==> config.mk <==
export PLATFORM = sky130hd
export DESIGN_NAME = ps2_decode
export DESIGN_NICKNAME = d
export VERILOG_FILES = /design/src/rtl/ps2_decode.sv
export SDC_FILE = /design/constraint.sdc
export NUM_CORES = 1
export LEC_CHECK = 0
export ABC_CLOCK_PERIOD_IN_PS = 5300
export CAP_MARGIN = 20
export CORE_ASPECT_RATIO = 0.5
export CORE_MARGIN = 3
export CORE_UTILIZATION = 35
export CTS_CLUSTER_SIZE = 8
export DETAILED_ROUTE_END_ITERATION = 10
export HOLD_SLACK_MARGIN = 0.06
export PLACE_DENSITY = 0.49
export RECOVER_POWER = 100
export SYNTH_ARGS = -nofsm -noshare
export SYNTH_HDL_FRONTEND = slang
export SYNTH_SLANG_ARGS = --single-unit
==> constraint.sdc <==
create_clock -name pclk -period 5.3 [get_ports pclk]
set_input_delay 1.06 -clock pclk [delete_from_list [all_inputs] [get_ports pclk]]
set_output_delay 1.06 -clock pclk [all_outputs]
set_load 0.05 [all_outputs]
==> src/rtl/ps2_decode.sv <==
`default_nettype none
// +--------------------------------------------------------------------------+
// | Module   : ps2_decode                                                    |
// | Purpose  : Receives PS/2 keyboard frames in the pclk domain and turns    |
// |            make/break codes for keys 1..7 into a held 3-bit key code     |
// |            for the VGA stage.                                            |
// | Ports    : pclk      - 25 MHz pixel clock, sole clock                    |
// |            rst_n     - asynchronous active-low reset                     |
// |            ps2_clk   - raw PS/2 clock (asynchronous)                     |
// |            ps2_data  - raw PS/2 data (asynchronous)                      |
// |            decode    - held key code, 0 = no key                         |
// |            valid     - one-cycle pulse whenever decode changes           |
// |            frame_err - one-cycle pulse when a frame is discarded         |
// | Params   : TIMEOUT   - mid-frame idle limit in pclk cycles               |
// | Options  : PS2_PARITY_CHECK_EN - when defined, frames failing odd parity |
// |            are discarded; otherwise the parity bit is ignored.           |
// | Revision : 1.0 - initial release                                         |
// +--------------------------------------------------------------------------+
module ps2_decode #(
  parameter int TIMEOUT = 25000
) (
  input  logic       pclk,
  input  logic       rst_n,
  input  logic       ps2_clk,
  input  logic       ps2_data,
  output logic [2:0] decode,
  output logic       valid,
  output logic       frame_err
);

  // Counter is at least 15 bits and always wide enough to hold TIMEOUT.
  localparam int c_TW_MIN = $clog2(TIMEOUT + 1);
  localparam int c_TW     = (c_TW_MIN > 15) ? c_TW_MIN : 15;
  localparam logic [c_TW-1:0] c_TLIM = c_TW'(TIMEOUT - 1);

  typedef enum logic [1:0] {
    ST_IDLE   = 2'd0,
    ST_DATA   = 2'd1,
    ST_PARITY = 2'd2,
    ST_STOP   = 2'd3
  } state_t;

  // Synchronisers; reset to 1 so the idle-high bus never looks like an edge.
  logic r_clk_s1, r_clk_s2, r_clk_prev;
  logic r_dat_s1, r_dat_s2;

  state_t          r_state;
  logic [7:0]      r_shift;
  logic [2:0]      r_bitcnt;
  logic            r_par;
  logic [c_TW-1:0] r_tcnt;
  logic            r_brk;
  logic [2:0]      r_decode;
  logic            r_valid;
  logic            r_err;

  logic            w_fall;
  logic [2:0]      w_code;
  logic            w_par_ok;

  function automatic logic [2:0] f_map(input logic [7:0] b);
    case (b)
      8'h16:   f_map = 3'd1;
      8'h1E:   f_map = 3'd2;
      8'h26:   f_map = 3'd3;
      8'h25:   f_map = 3'd4;
      8'h2E:   f_map = 3'd5;
      8'h36:   f_map = 3'd6;
      8'h3D:   f_map = 3'd7;
      default: f_map = 3'd0;
    endcase
  endfunction

  always_ff @(posedge pclk or negedge rst_n) begin
    if (!rst_n) begin
      r_clk_s1   <= 1'b1;
      r_clk_s2   <= 1'b1;
      r_clk_prev <= 1'b1;
      r_dat_s1   <= 1'b1;
      r_dat_s2   <= 1'b1;
    end else begin
      r_clk_s1   <= ps2_clk;
      r_clk_s2   <= r_clk_s1;
      r_clk_prev <= r_clk_s2;
      r_dat_s1   <= ps2_data;
      r_dat_s2   <= r_dat_s1;
    end
  end

  assign w_fall = r_clk_prev & ~r_clk_s2;
  assign w_code = f_map(r_shift);

`ifdef PS2_PARITY_CHECK_EN
  // Parity bit plus the eight data bits must contain an odd number of ones.
  assign w_par_ok = ^{r_par, r_shift};
`else
  logic w_par_unused;
  assign w_par_unused = r_par;
  assign w_par_ok     = 1'b1;
`endif

  always_ff @(posedge pclk or negedge rst_n) begin
    if (!rst_n) begin
      r_state  <= ST_IDLE;
      r_shift  <= '0;
      r_bitcnt <= '0;
      r_par    <= 1'b0;
      r_tcnt   <= '0;
      r_brk    <= 1'b0;
      r_decode <= '0;
      r_valid  <= 1'b0;
      r_err    <= 1'b0;
    end else begin
      r_valid <= 1'b0;
      r_err   <= 1'b0;

      // Idle-time counter: only meaningful inside a frame, saturates at max.
      if (r_state == ST_IDLE || w_fall) begin
        r_tcnt <= '0;
      end else if (r_tcnt != '1) begin
        r_tcnt <= r_tcnt + 1'b1;
      end

      case (r_state)
        ST_IDLE: begin
          if (w_fall && !r_dat_s2) begin
            r_state  <= ST_DATA;
            r_bitcnt <= '0;
          end
        end
        ST_DATA: begin
          if (w_fall) begin
            r_shift  <= {r_dat_s2, r_shift[7:1]};
            r_bitcnt <= r_bitcnt + 3'd1;
            if (r_bitcnt == 3'd7) begin
              r_state <= ST_PARITY;
            end
          end
        end
        ST_PARITY: begin
          if (w_fall) begin
            r_par   <= r_dat_s2;
            r_state <= ST_STOP;
          end
        end
        ST_STOP: begin
          if (w_fall) begin
            r_state <= ST_IDLE;
            if (r_dat_s2 && w_par_ok) begin
              if (r_shift == 8'hF0) begin
                r_brk <= 1'b1;
              end else if (r_brk) begin
                // Release only clears the key currently shown.
                r_brk <= 1'b0;
                if (w_code != 3'd0 && w_code == r_decode) begin
                  r_decode <= 3'd0;
                  r_valid  <= 1'b1;
                end
              end else if (w_code != 3'd0 && w_code != r_decode) begin
                r_decode <= w_code;
                r_valid  <= 1'b1;
              end
            end else begin
              r_err <= 1'b1;
            end
          end
        end
        default: r_state <= ST_IDLE;
      endcase

      // A stalled frame is abandoned; no edge this cycle, so no conflict
      // with the stop-bit handling above.
      if (r_state != ST_IDLE && !w_fall && r_tcnt >= c_TLIM) begin
        r_state <= ST_IDLE;
        r_tcnt  <= '0;
        r_err   <= 1'b1;
      end
    end
  end

  assign decode    = r_decode;
  assign valid     = r_valid;
  assign frame_err = r_err;

endmodule
`default_nettype wire

==> impl_metrics.ini <==
[outcome]
run_status = complete, but fails checks
failing_checks = capacitance limit, slew limit

[synthesis]
syn_area_um2 = 2310
synthesis.nets = 243
yosys.area.top_type_share = 0.368
synth.top_cells.by_area = sky130_fd_sc_hd__dfrtp_1, sky130_fd_sc_hd__dfstp_2, sky130_fd_sc_hd__mux2_2, sky130_fd_sc_hd__nor2_1, sky130_fd_sc_hd__ha_1
yosys.cell_types.count = 59
postSynthCellCount = 231
biggest_area_consumer_among_synthesized_cells = sky130_fd_sc_hd__dfrtp_1
ys_warn_count = 0
synth-edff-count = 0
synth_area_per_cell_um2 = 10.0
postSynth.topFlopCell = sky130_fd_sc_hd__dfrtp_1
async_sr_flop_fraction = 1.00
seq_area_frac_synth = 0.425
synth_seq_cells = 39

[placement]
finalWeightedCongestion = 0.789
io_buf_count = 8
dp_hpwl_um = 3030

[critical_path]
crit_family = buffers and inverters
critical_path_required_ns = 4.24
worst_setup_path_end_kind = output pin
timing.critical_path.arrival_ns = 1.68
timing.critical_path.slowest_cell_delay_ns = 0.92
critical_path.n_buffers_inverters = 1
cell_at_the_slowest_stage_of_the_critical_path = sky130_fd_sc_hd__dlygate4sd3_1
critical_path_source = decode[0]$_DFFE_PN0P_
start_of_the_worst_register_to_register_path = r_state[0]$_DFFE_PN0P_
worst_setup_path_start_kind = flip-flop
cp_cell_sequence = dlygate4sd3_1
worst-path-max-fanout = 9
criticalPathCategory = reg2out

[pwr]
power_w = 0.00108
power.static_leakage_nw = 1.10
p_per_area_nw_per_um2 = 416
vdd_ir_drop_max_uv = 152

[timing]
period_share = 0.517
hold_slack_ns = 0.353
layout_min_cycle_time_ns = 2.74
finalSetupViolations = 0
max_freq_ghz = 0.365
slew_violations = 40
fin_skew_ns = 0.00330
worstMarginPinSlew_ns = 2.11
unrepaired_setup_endpoints_after_global_routing = no
timing_hold_violations_final = 0
worst_slew_margin_rel = -0.403
setup_total_negative_slack_ns = 0

[grt]
grt_antenna_before_repair = 0
grt_max_degree = 40
groute.layer.met3.usage = 0.0430
grt_remaining_overflow = 0
grtUsageMet1 = 0.167
grt-busiest-layer = met2
first_global_vias = 1603
grt.total_usage = 0.124
grt_use_met2 = 0.189
grt_pass1_wl_um = 7550

[routing]
route.vias.total = 1664
wl_um = 4250
detailed_router_s_first_iteration_violation_count = 49
route.detailed.drc = 0
detailedRoute.firstPassIterationCount = 4
routed_via_density = 5.12
routed_wire_length_per_instance_um = 13.1
antenna_violating_nets_post_route = 0

[clock_tree]
cts_tree = done
total_number_of_clock_tree_sinks = 39
cts-buffers-inserted = 5
clock_path_buffers = 2
clkLatencyLatePin_ns = 0.28
post_cts_resized = 0
cts_hold_repair.buffers = 0
cts_root_buf = sky130_fd_sc_hd__clkbuf_16
clk_pin_slew_worst_paths_ns = 0.06
postCtsSetupBuffers = 0
htree_levels = 2

[final_layout]
layout.cells.most_common = sky130_fd_sc_hd__dfrtp_1
layout.core_utilization = 0.415
post_route_cells_drive_above_1_share = 0.139
layout_stage_area_growth_over_the_synthesis_result_pct = 11.9
nets = 248
commonest_cells_after_routing_fill_and_taps_aside = sky130_fd_sc_hd__dfrtp_1, sky130_fd_sc_hd__nor2_1, sky130_fd_sc_hd__nand2_1
diodes = 0
nFillCells = 613

[die]
rows = 20
design.die.area_um2 = 7670
initial_core_util = 0.371
core_area_um2 = 6230
die_width_um = 121
die_height_um = 63.4
io_pins = 9

[hold_path]
worst_hold_startpoint = r_dat_s1$_DFF_PN1_
hp-class = reg2reg

[job]
max-cap-violations = 2
worst paths after layout:
path                                     endpoint  slack (ns)  cells after the start
max                                     decode[0]        2.56                      1
max reg2reg                r_tcnt[11]$_DFFE_PN0P_        2.70                      6
min reg2reg                    r_dat_s2$_DFF_PN1_        0.35                      0
min                            r_dat_s2$_DFF_PN1_        0.35                      0
min in group asynchronous  r_state[0]$_DFFE_PN0P_        1.38                      1
max in group asynchronous   r_tcnt[9]$_DFFE_PN0P_        2.71                      1
per-layer routing:
metal,vias up,wire length (um)
met4,0,46
li1,842,-
met5,-,0
met1,802,2140
met3,5,163
met2,15,1910
area by class of cell:
cell class | count | area (um^2) | area share
multi-input cells | 178 | 1240 | 0.481
flip-flops and latches | 39 | 982 | 0.380
clock buffers | 7 | 153 | 0.0591
well taps | 88 | 110 | 0.0426
repair buffers | 8 | 73.8 | 0.0286
inverters | 4 | 15.0 | 0.00581
clock inverters | 1 | 7.51 | 0.00290
power by group:
part | internal [W] | switching [W] | leakage [nW]
clock network | 0.000200 | 0.000116 | 0.0761
logic | 0.000150 | 0.000168 | 0.520
registers | 0.000356 | 0.0000848 | 0.507
cell families (layout without fill, tap and decap cells):
group,after synthesis,after routing,synth area share
compound gates,39,39,0.129
xor+xnor,15,15,0.0569
fa+ha+maj,8,8,0.0433
buf+inv,14,20,0.0341
flops,39,39,0.425
mux,12,12,0.0585
simple gates,104,104,0.252
sequential cells by signal, summed over array words and instances, names as in the netlist:
name	flops
r_dat_s1	1
r_dat_s2	1
r_shift	8
valid	1
r_state	2
r_brk	1
r_clk_s1	1
r_bitcnt	3
frame_err	1
decode	3
r_clk_prev	1
r_clk_s2	1
r_tcnt	15
stage by stage:
| step | worst slack (ns) | cell area (um^2) | std cells |
|---|---|---|---|
| after global routing | 2.25 | 2580 | 325 |
| after floorplan | 3.06 | 2310 | 231 |
| after global placement | 2.91 | 2430 | 317 |
| after detailed placement | 2.90 | 2430 | 317 |
| after CTS | 2.60 | 2590 | 325 |
| final | 2.56 | 2580 | 325 |
synth_stat cells, types with 2 or more instances:
cell type and n:
sky130_fd_sc_hd__a211o_1 2, sky130_fd_sc_hd__a211oi_1 2, sky130_fd_sc_hd__a21oi_1 5, sky130_fd_sc_hd__a221o_1 2, sky130_fd_sc_hd__a31oi_1 2, sky130_fd_sc_hd__and2_1 3, sky130_fd_sc_hd__and3_1 7, sky130_fd_sc_hd__buf_2 2
sky130_fd_sc_hd__buf_6 2, sky130_fd_sc_hd__clkbuf_1 3, sky130_fd_sc_hd__dfrtp_1 34, sky130_fd_sc_hd__dfstp_2 5, sky130_fd_sc_hd__ha_1 8, sky130_fd_sc_hd__inv_1 4, sky130_fd_sc_hd__mux2_2 11, sky130_fd_sc_hd__nand2_1 21
sky130_fd_sc_hd__nand2b_1 6, sky130_fd_sc_hd__nand3_1 7, sky130_fd_sc_hd__nand4_1 2, sky130_fd_sc_hd__nor2_1 27, sky130_fd_sc_hd__nor2b_1 4, sky130_fd_sc_hd__nor3_1 6, sky130_fd_sc_hd__nor3b_1 4, sky130_fd_sc_hd__o2111a_1 2
sky130_fd_sc_hd__o21a_1 2, sky130_fd_sc_hd__o21ai_0 7, sky130_fd_sc_hd__o31ai_2 2, sky130_fd_sc_hd__or2_2 2, sky130_fd_sc_hd__or3b_1 2, sky130_fd_sc_hd__or4_1 3, sky130_fd_sc_hd__xnor2_1 9, sky130_fd_sc_hd__xor2_1 6
No activity file was read; power rests on OpenSTA's default activity.
